File: src/rtl/dcache_pkg.sv
// Shared constants and FSM encoding for the direct-mapped data cache.
// Address split: tag | index | byte offset, over 32-bit blocks.
package dcache_pkg;

  localparam int ADDR_BITS   = 8;
  localparam int OFFSET_BITS = 2;
  localparam int INDEX_BITS  = 3;
  localparam int TAG_BITS    = ADDR_BITS - OFFSET_BITS - INDEX_BITS;
  localparam int BLOCK_BITS  = 32;
  localparam int BLOCK_BYTES = 4;

  typedef enum logic [1:0] {
    IDLE       = 2'd0,
    WRITE_BACK = 2'd1,
    FETCH      = 2'd2,
    UPDATE     = 2'd3
  } state_e;

  function automatic logic [7:0] get_byte(input logic [BLOCK_BITS-1:0] blk,
                                          input logic [OFFSET_BITS-1:0] off);
    return blk[{off, 3'b000} +: 8];
  endfunction

endpackage

File: src/rtl/dcache_array.sv
// Line storage for the data cache: data, tag, valid and dirty per line.
// One byte-write port for store hits and one block-fill port for refills.
module dcache_array #(
  parameter int INDEX_BITS = 3,
  parameter int TAG_BITS   = 3
) (
  input  logic                  CLK,
  input  logic                  RESET,
  input  logic [INDEX_BITS-1:0] index_i,
  input  logic [1:0]            offset_i,
  input  logic                  byte_we_i,
  input  logic [7:0]            byte_wdata_i,
  input  logic                  fill_we_i,
  input  logic [TAG_BITS-1:0]   fill_tag_i,
  input  logic [31:0]           fill_data_i,
  output logic [31:0]           line_data_o,
  output logic [TAG_BITS-1:0]   line_tag_o,
  output logic                  line_valid_o,
  output logic                  line_dirty_o
);

  localparam int LINES = 1 << INDEX_BITS;

  logic [31:0]         data_q [LINES];
  logic [TAG_BITS-1:0] tag_q  [LINES];
  logic [LINES-1:0]    valid_q;
  logic [LINES-1:0]    dirty_q;

  // NOTE: data/tag arrays have no reset so they map onto plain RAM; a cleared valid bit masks whatever they hold.
  always_ff @(posedge CLK) begin
    if (fill_we_i) begin
      data_q[index_i] <= fill_data_i;
      tag_q[index_i]  <= fill_tag_i;
    end else if (byte_we_i) begin
      data_q[index_i][{offset_i, 3'b000} +: 8] <= byte_wdata_i;
    end
  end

  always_ff @(posedge CLK) begin
    if (RESET) begin
      valid_q <= '0;
      dirty_q <= '0;
    end else if (fill_we_i) begin
      valid_q[index_i] <= 1'b1;
      dirty_q[index_i] <= 1'b0;
    end else if (byte_we_i) begin
      dirty_q[index_i] <= 1'b1;
    end
  end

  assign line_data_o  = data_q[index_i];
  assign line_tag_o   = tag_q[index_i];
  assign line_valid_o = valid_q[index_i];
  assign line_dirty_o = dirty_q[index_i];

endmodule

File: src/rtl/dcache_ctrl.sv
// Direct-mapped write-back, write-allocate data cache controller.
// Hits are served in IDLE; misses run write-back/fetch/update over the memory handshake.
module dcache_ctrl #(
  parameter int INDEX_BITS  = dcache_pkg::INDEX_BITS,
  parameter int BLOCK_BYTES = dcache_pkg::BLOCK_BYTES
) (
  input  logic        CLK,
  input  logic        RESET,
  input  logic        read,
  input  logic        write,
  input  logic [7:0]  address,
  input  logic [7:0]  writedata,
  output logic [7:0]  readdata,
  output logic        busywait,
  output logic        mem_read,
  output logic        mem_write,
  output logic [5:0]  mem_address,
  output logic [31:0] mem_writedata,
  input  logic [31:0] mem_readdata,
  input  logic        mem_busywait
);

  localparam int TAG_BITS = 8 - dcache_pkg::OFFSET_BITS - INDEX_BITS;
  localparam int BLOCK_W  = 8 * BLOCK_BYTES;

  logic [TAG_BITS-1:0]               req_tag;
  logic [INDEX_BITS-1:0]             req_index;
  logic [dcache_pkg::OFFSET_BITS-1:0] req_offset;

  assign req_tag    = address[7 -: TAG_BITS];
  assign req_index  = address[dcache_pkg::OFFSET_BITS +: INDEX_BITS];
  assign req_offset = address[dcache_pkg::OFFSET_BITS-1:0];

  dcache_pkg::state_e state_q;
  logic               mem_read_q, mem_write_q;
  logic [5:0]         mem_address_q;
  logic [31:0]        mem_writedata_q;
  logic [BLOCK_W-1:0] fetched_q;
  logic [7:0]         readdata_q;

  logic [31:0]         line_data;
  logic [TAG_BITS-1:0] line_tag;
  logic                line_valid, line_dirty;
  logic                hit, req, in_idle, load_hit, byte_we, fill_we;
  logic [7:0]          line_byte;

  assign req       = read | write;
  assign in_idle   = (state_q == dcache_pkg::IDLE);
  assign hit       = line_valid && (line_tag == req_tag);
  assign load_hit  = in_idle && hit && read && !write;
  assign line_byte = dcache_pkg::get_byte(line_data, req_offset);

  // Reset wins over any same-edge store or refill so no line is left half-updated.
  assign byte_we = !RESET && in_idle && write && hit;
  assign fill_we = !RESET && (state_q == dcache_pkg::UPDATE);

  dcache_array #(
    .INDEX_BITS (INDEX_BITS),
    .TAG_BITS   (TAG_BITS)
  ) u_array (
    .CLK          (CLK),
    .RESET        (RESET),
    .index_i      (req_index),
    .offset_i     (req_offset),
    .byte_we_i    (byte_we),
    .byte_wdata_i (writedata),
    .fill_we_i    (fill_we),
    .fill_tag_i   (req_tag),
    .fill_data_i  (fetched_q),
    .line_data_o  (line_data),
    .line_tag_o   (line_tag),
    .line_valid_o (line_valid),
    .line_dirty_o (line_dirty)
  );

  // NOTE: all FSM state and registered outputs use non-blocking assignments so every reader sees pre-edge values.
  always_ff @(posedge CLK) begin
    if (RESET) begin
      state_q         <= dcache_pkg::IDLE;
      mem_read_q      <= 1'b0;
      mem_write_q     <= 1'b0;
      mem_address_q   <= '0;
      mem_writedata_q <= '0;
      readdata_q      <= '0;
    end else begin
      case (state_q)
        dcache_pkg::IDLE: begin
          if (load_hit) readdata_q <= line_byte;
          if (req && !hit) begin
            if (line_dirty) begin
              state_q         <= dcache_pkg::WRITE_BACK;
              mem_write_q     <= 1'b1;
              mem_address_q   <= {line_tag, req_index};
              mem_writedata_q <= line_data;
            end else begin
              state_q       <= dcache_pkg::FETCH;
              mem_read_q    <= 1'b1;
              mem_address_q <= {req_tag, req_index};
            end
          end
        end
        dcache_pkg::WRITE_BACK: begin
          if (!mem_busywait) begin
            state_q       <= dcache_pkg::FETCH;
            mem_write_q   <= 1'b0;
            mem_read_q    <= 1'b1;
            mem_address_q <= {req_tag, req_index};
          end
        end
        dcache_pkg::FETCH: begin
          if (!mem_busywait) begin
            state_q    <= dcache_pkg::UPDATE;
            mem_read_q <= 1'b0;
            fetched_q  <= mem_readdata;
          end
        end
        dcache_pkg::UPDATE: state_q <= dcache_pkg::IDLE;
        default:            state_q <= dcache_pkg::IDLE;
      endcase
    end
  end

  assign busywait      = req && !(in_idle && hit);
  assign readdata      = load_hit ? line_byte : readdata_q;
  assign mem_read      = mem_read_q;
  assign mem_write     = mem_write_q;
  assign mem_address   = mem_address_q;
  assign mem_writedata = mem_writedata_q;

endmodule

File: config.mk
export PLATFORM = sky130hd
export DESIGN_NAME = dcache_ctrl
export DESIGN_NICKNAME = d
export VERILOG_FILES = /design/src/rtl/dcache_pkg.sv /design/src/rtl/dcache_array.sv /design/src/rtl/dcache_ctrl.sv
export SDC_FILE = /design/constraint.sdc
export NUM_CORES = 1
export LEC_CHECK = 0
export CAP_MARGIN = 20
export CELL_PAD_IN_SITES_DETAIL_PLACEMENT = 1
export CELL_PAD_IN_SITES_GLOBAL_PLACEMENT = 1
export CORE_MARGIN = 2
export CORE_UTILIZATION = 50
export DETAILED_ROUTE_END_ITERATION = 7
export PLACE_DENSITY_LB_ADDON = 0.15
export SLEW_MARGIN = 0
export SYNTH_ARGS = -nofsm -noshare
export SYNTH_HDL_FRONTEND = slang
export SYNTH_SLANG_ARGS = --single-unit
File: constraint.sdc
create_clock -name CLK -period 4.95 [get_ports CLK]
set_input_delay 1.2375 -clock CLK [delete_from_list [all_inputs] [get_ports CLK]]
set_output_delay 1.2375 -clock CLK [all_outputs]
set_load 0.01 [all_outputs]
* Word level (Yosys, flattened, before mapping)
Memories as Yosys holds them, arrays and structs flattened.
Cells that the tools add are included.
Widths: inputs -> output; s select.
** Operators by class
- Add/subtract/negate cells :: 1
- $mul :: 0
- Div/mod/pow operators :: 0
- $lt $le $gt $ge :: 2
- Equal/unequal tests :: 9
- Shift operators :: 3
- Multiplexer cells :: 63
- Bitwise logic cells :: 39
- Reductions and logical operators :: 25
** Operator list (count)
- $mux 1 :: 45
- $or 1x1->1 :: 33
- $mux 32 :: 1
- $shift 8x7->32 const A :: 1
- $shiftx 32x6->8 :: 1
- $shiftx 8x7->32 :: 1
- $mux 8 :: 3
- $mux 6 :: 3
- $or 8x8->8 :: 2
- $pmux 6 s2 :: 1
- $reduce_and 3->1 :: 4
- $logic_and 1x1->1 :: 11
- $and 8x8->8 :: 1
- $mux 2 :: 4
- $ne 2x2->1 const B :: 4
- $not 8->8 :: 1
- $pmux 2 s4 :: 1
- $neg 5->7 :: 1
- $bmux 1 s3 :: 2
- $reduce_and 5->1 :: 1
- $eq 2x2->1 const B :: 2
- $logic_not 1->1 :: 4
- $lt 3x4->1 const B :: 1
- $reduce_and 4->1 :: 1
- 11 further kinds :: 13
** Word-level totals
- Register bits :: 98
- Bits in latches :: 0
- RAM bits :: 280
- Bits in read-only memories :: 0
- Input bits :: 53
- Memories :: 2
** Memory list
- u_array.data_q :: words 8, width 32, read ports 1, clocked after Yosys merged registers in 0, write ports 1, line dcache_array.sv:24 : logic [31:0] data_q [LINES];
- u_array.tag_q :: words 8, width 3, read ports 1, clocked after Yosys merged registers in 0, write ports 1, line dcache_array.sv:25 : logic [TAG_BITS-1:0] tag_q [LINES];

* Depth between registers and ports, before layout
- Depth in word-level cells :: 8
- Mapped depth :: 13
- Gate-level depth less buffers :: 7

* Modules after synthesis
A second synthesis with hierarchy kept.
** Second synthesis, totals
- Cells, all modules :: 927
- Area total of the unflattened synthesis :: 15606.2 µm²
** Modules (own cells, without submodules)
- dcache_array :: instances 1, cells each 618, area an instance 12137.9 µm²
- dcache_ctrl :: instances 1, cells each 309, area an instance 3468.3 µm²

* Worst setup path before layout
No wires, ideal clock.
- Path kind :: input -> output
- Start point :: input address[3]
- End point :: output readdata[0]
- Arrival :: 3.474 ns
- Data required time :: 3.713 ns
- Path slack :: 0.238 ns
- Cell stages on the path :: 7
- Path buffers :: 1
- Cells stage by stage :: buf_6 or2_2 o22a_1 and3_1 or4_4 nor4b_4 mux2_2
** On the way
- Word-level cells in the longest chain between the ends :: 7
- Elaborated cells between the ends (all ways) :: 11
- Classes of those cells :: eq/ne (1); shift (1); mux (3); reduce/logical (4); memory (2)
** Ends and longest elaborated chain
- start, declared :: line dcache_ctrl.sv:11 : input logic [7:0] address,
- parallel branches: the longest is 6 deep, another holds $mem_v2 8x32
- $mux 8 *
- end, declared :: line dcache_ctrl.sv:13 : output logic [7:0] readdata,
Every way passes the cells marked *. The select of a mux whose other input is x is not followed.

* Worst setup path after layout
- Start point :: input address[4]
- End point :: output readdata[6]
Same word-level chain as after synthesis.

==> key figures <==
Logic synthesis
  – Number of warning messages in the yosys log: 0
  – Top cell type's share of synthesized area: approximately three fifths
  – Dominant combinational cell family by area after synthesis: multiplexers
  – Count of flip-flops with a built-in enable after synthesis: around 310
  – Xor and xnor area share after synthesis: 0%
  – #FFs+latches synth: 378
  – Synthesized instance count: 1,039
  – Area fraction in compound gates after synthesis: 8.185%
  – Sequential cell area fraction in the yosys report: 69.10%
  – Largest area contributor in the synthesized netlist: edfxtp_1
  – Net Count, Synth: between 1,000 and 1,500
  – Summed instance area of the synthesized netlist: 15,470 um2
  – Fraction of the mapped netlist area in simple logic gates: approximately 6.3%
  – Most area-consuming cells after synthesis: edfxtp_1 61%, dfxtp_1 8.5%, mux2i_1 6.8%, mux4_2 3.3%, mux2_2 2.7%
  – Unique masters post-synth: 55
  – Average cell area after synthesis: 14.89 um2
  – Ys flop type: edfxtp_1
  – Adder-cell share of the synthesized area: 0.8897%
  – Async S/R FF share, synth: 0%
  – Post-synthesis mux area share: between 10% and 20%

Power and ir drop
  – Peak ir drop on the vdd network: 0.0002824 V
  – Proportion of power drawn by combinational gates: 11.8%
  – Power Internal: 0.005659 W
  – Switching power total: 0.001766 W
  – Switching part of the total power: a little under a quarter
  – Leak pwr: 7.311 nW
  – Sequential share of power: 48.3%
  – Share of total power in the clock network: 39.9%
  – Power per unit of standard cell area: around 380 nW/um2

Global route
  – Tot GR Track Use: around 30%
  – Final global-route overflow total: 0
  – Maximum number of pins on one net before global-route repair: 46
  – Wire length of the first global-routing pass: ~70 mm
  – Vias in the first global route: between 10,000 and 15,000
  – Initial antenna violation count: 1

Floorplan
  – Top-level port count: around 100
  – Die X: 179.9 um
  – Core region area: 30,510 um2
  – Overall die area: 32,360 um2
  – Std-Cell Rows: 64
  – Die height: ~180 um
  – Starting utilization of the core area: approximately half

CTS
  – Clock slew at reported path FFs: 60 ps
  – Latest clock arrival within the worst-skew pair: 540 ps
  – H-tree depth reported by CTS: 2
  – Worst-case clock buffer depth: 3
  – CTS Buf Count: 41
  – Clk sink count: 378
  – CTS Root Cell: clkbuf_16
  – TritonCTS clock tree: yes

STA
  – Hold Violations, Final: 0
  – Final Slew Violations: 0
  – Maximum achievable frequency: roughly 0.2 GHz
  – Fin Clk Skew: 17.22 ps
  – Transition time of the tightest slew-check pin: 1046 ps
  – Final count of negative-setup-slack endpoints: 0
  – Minimum hold slack: roughly 450 ps
  – Final Cycle Share: 99.47%
  – Post-layout minimum cycle time: 4924 ps
  – Headroom to the max-slew limit: 28.29%

Setup path
  – Worst setup SP type: input port
  – Data required, critical path: 3710 ps
  – Kind of capture point of the worst setup path: primary output
  – Class of the most critical setup path: input port to primary output
  – Worst EP arrival: 3690 ps
  – Maximum fanout along the worst path: 7

Hold path
  – Worst min-delay path class: register to register

Routing
  – Total detailed-routing wirelength: 47.18 mm
  – Via density per instance: ~6
  – Via count: approximately 10,000
  – First-pass iteration count of the detailed router: 7
  – Wire length per cell: approximately 27 um
  – DR iter-0 viols: 950
  – Antenna-violating nets left: 0
  – DRC Markers: 0

Finish
  – Final std cell area, no fill: slightly below 20,000 um2
  – Final-stage net count: approximately 1,400
  – Fill cell count: 2,862
  – Share of post-route cells with drive strength above 1: about a quarter
  – Antenna diode instance count: 0
  – Area Overhead vs Synth: 27.18%

Place
  – Post-detailed-placement cell area: ~18,000 um2
  – Final weighted congestion in routability-driven placement: 0.8558
  – Hpwl dp: 32.75 mm
  – Number of I/O port buffers: between 100 and 150

Run status
  – Status: complete, no violations

Run
  – Reported max-cap violation count: 0
-- through the flow --
stage	TNS, ps	power, W	utilization (%)	worst slack [ps]	instances
final	0	0.007425	64.48	26.21	1742
after global routing	-27.42	0.007662	64.48	-17.36	1742
after CTS	0	0.007446	64.38	0.8022	1740
after detailed placement	-2373	0.004489	59.57	-380.4	1659
after global placement	-2076	0.004452	59.57	-324.6	1659
after floorplan	0	0.004059	-	238.0	1039
-- sequential cells by signal, indices dropped and copies added, names as in the netlist, named ones only --
register	flops
fetched_q	32
mem_address	6
mem_read	1
mem_write	1
mem_writedata	32
readdata_q	8
state_q	2
u_array.data_q	256
u_array.tag_q	24
u_array.valid_q	8
-- critical path, stage by stage --
cell      delay (ps)
buf_6            120
buf_6            120
nand2b_4          50
buf_4            130
o22a_1           210
and3_4           190
or4_4            550
nor4b_4          290
buf_6            170
buf_4            120
mux2_2           350
buf_6            130
-- timing repair --
| action | 4_1_cts | 5_1_grt |
|---|---|---|
| hold buffers | 0 | 0 |
| gates resized for setup | 34 | 18 |
| gates cloned | 1 | 0 |
| buffers inserted | 8 | 2 |
| pin swaps | 6 | 4 |
| endpoints found under the setup margin | 8 | 8 |
-- cells in the final DEF, fill, tap and decap left out, types with 9 or more instances in the layout --
master and count:
a21o_1 10, a21oi_1 21, a221oi_1 15, a22oi_1 20, and2_1 9, buf_12 11
buf_4 172, clkbuf_1 10, clkbuf_16 43, clkdlybuf4s50_1 89, clkinv_1 9, dfxtp_1 66
edfxtp_1 312, ha_1 11, inv_1 43, mux2_2 35, mux2i_1 104, mux4_2 23
nand2_1 62, nor2_1 91, o211ai_1 15, o21ai_0 20, o221ai_1 9, o22ai_1 9
-- synth_stat cells, drive strengths merged (2+ instances only) --
library cell,instances
nand2,62
or2,3
o21ai,20
a22o,8
nor3b,4
inv,44
nor4b,2
o22a,4
dfxtp,66
o221ai,10
and2,10
mux2,37
nor3,6
o22ai,10
and3,3
o211ai,15
a21o,10
a21oi,21
nor2b,8
o2bb2ai,3
a22oi,23
clkbuf,22
or3,3
a221oi,19
o31ai,2
buf,31
a311oi,2
nand2b,6
nor2,93
a31oi,5
ha,11
mux4,23
a211oi,5
edfxtp,312
mux2i,105
a221o,8
nand3,11
-- metal layers --
metal	global-route usage [%]	share of wire (%)	wire length [um]	up-vias
met4	10.86	3.7	1738	0
met1	37.81	39	18450	5277
met3	6.929	9.1	4275	115
li1	-	-	-	4537
met5	0	0	0	-
met2	47.94	48	22720	497
-- cell families after synthesis --
family,after synthesis
buffers and inverters,98
flip-flops,378
adder cells (fa/ha/maj),11
AND/OR/NAND/NOR,214
multiplexers,165
AO/OA/AOI/OAI,173
-- power groups by stage --
stage	clock network, W	registers [W]	logic [W]
after CTS	0.00299	0.00359	0.000865
after global placement	0	0.00365	0.000804
after floorplan	0	0.00366	0.000403
after global routing	0.00313	0.00359	0.000940
final	0.00296	0.00359	0.000876
after detailed placement	0	0.00365	0.000836
-- final timing paths --
path,from,end,slack (ps),depth (start not counted)
worst min register to register,u_array.valid_q[2],u_array.valid_q[2],450,1
worst min-delay path,u_array.valid_q[2],u_array.valid_q[2],450,1
worst max register to register,u_array.tag_q[7][0],u_array.data_q[5][19],1310,10
worst max-delay path,address[4],readdata[6],30,12
-- cell type report --
class | instances | area [um2] | area share (%)
sequential | 378 | 10690 | 54.34
multi-input combinational | 563 | 4466 | 22.70
timing repair buffer | 288 | 2572 | 13.08
clock buffer | 53 | 1114 | 5.660
tap | 396 | 495.5 | 2.518
inverter | 45 | 168.9 | 0.8586
clock inverter | 19 | 167.7 | 0.8522
(Power assumes the default switching activity.)
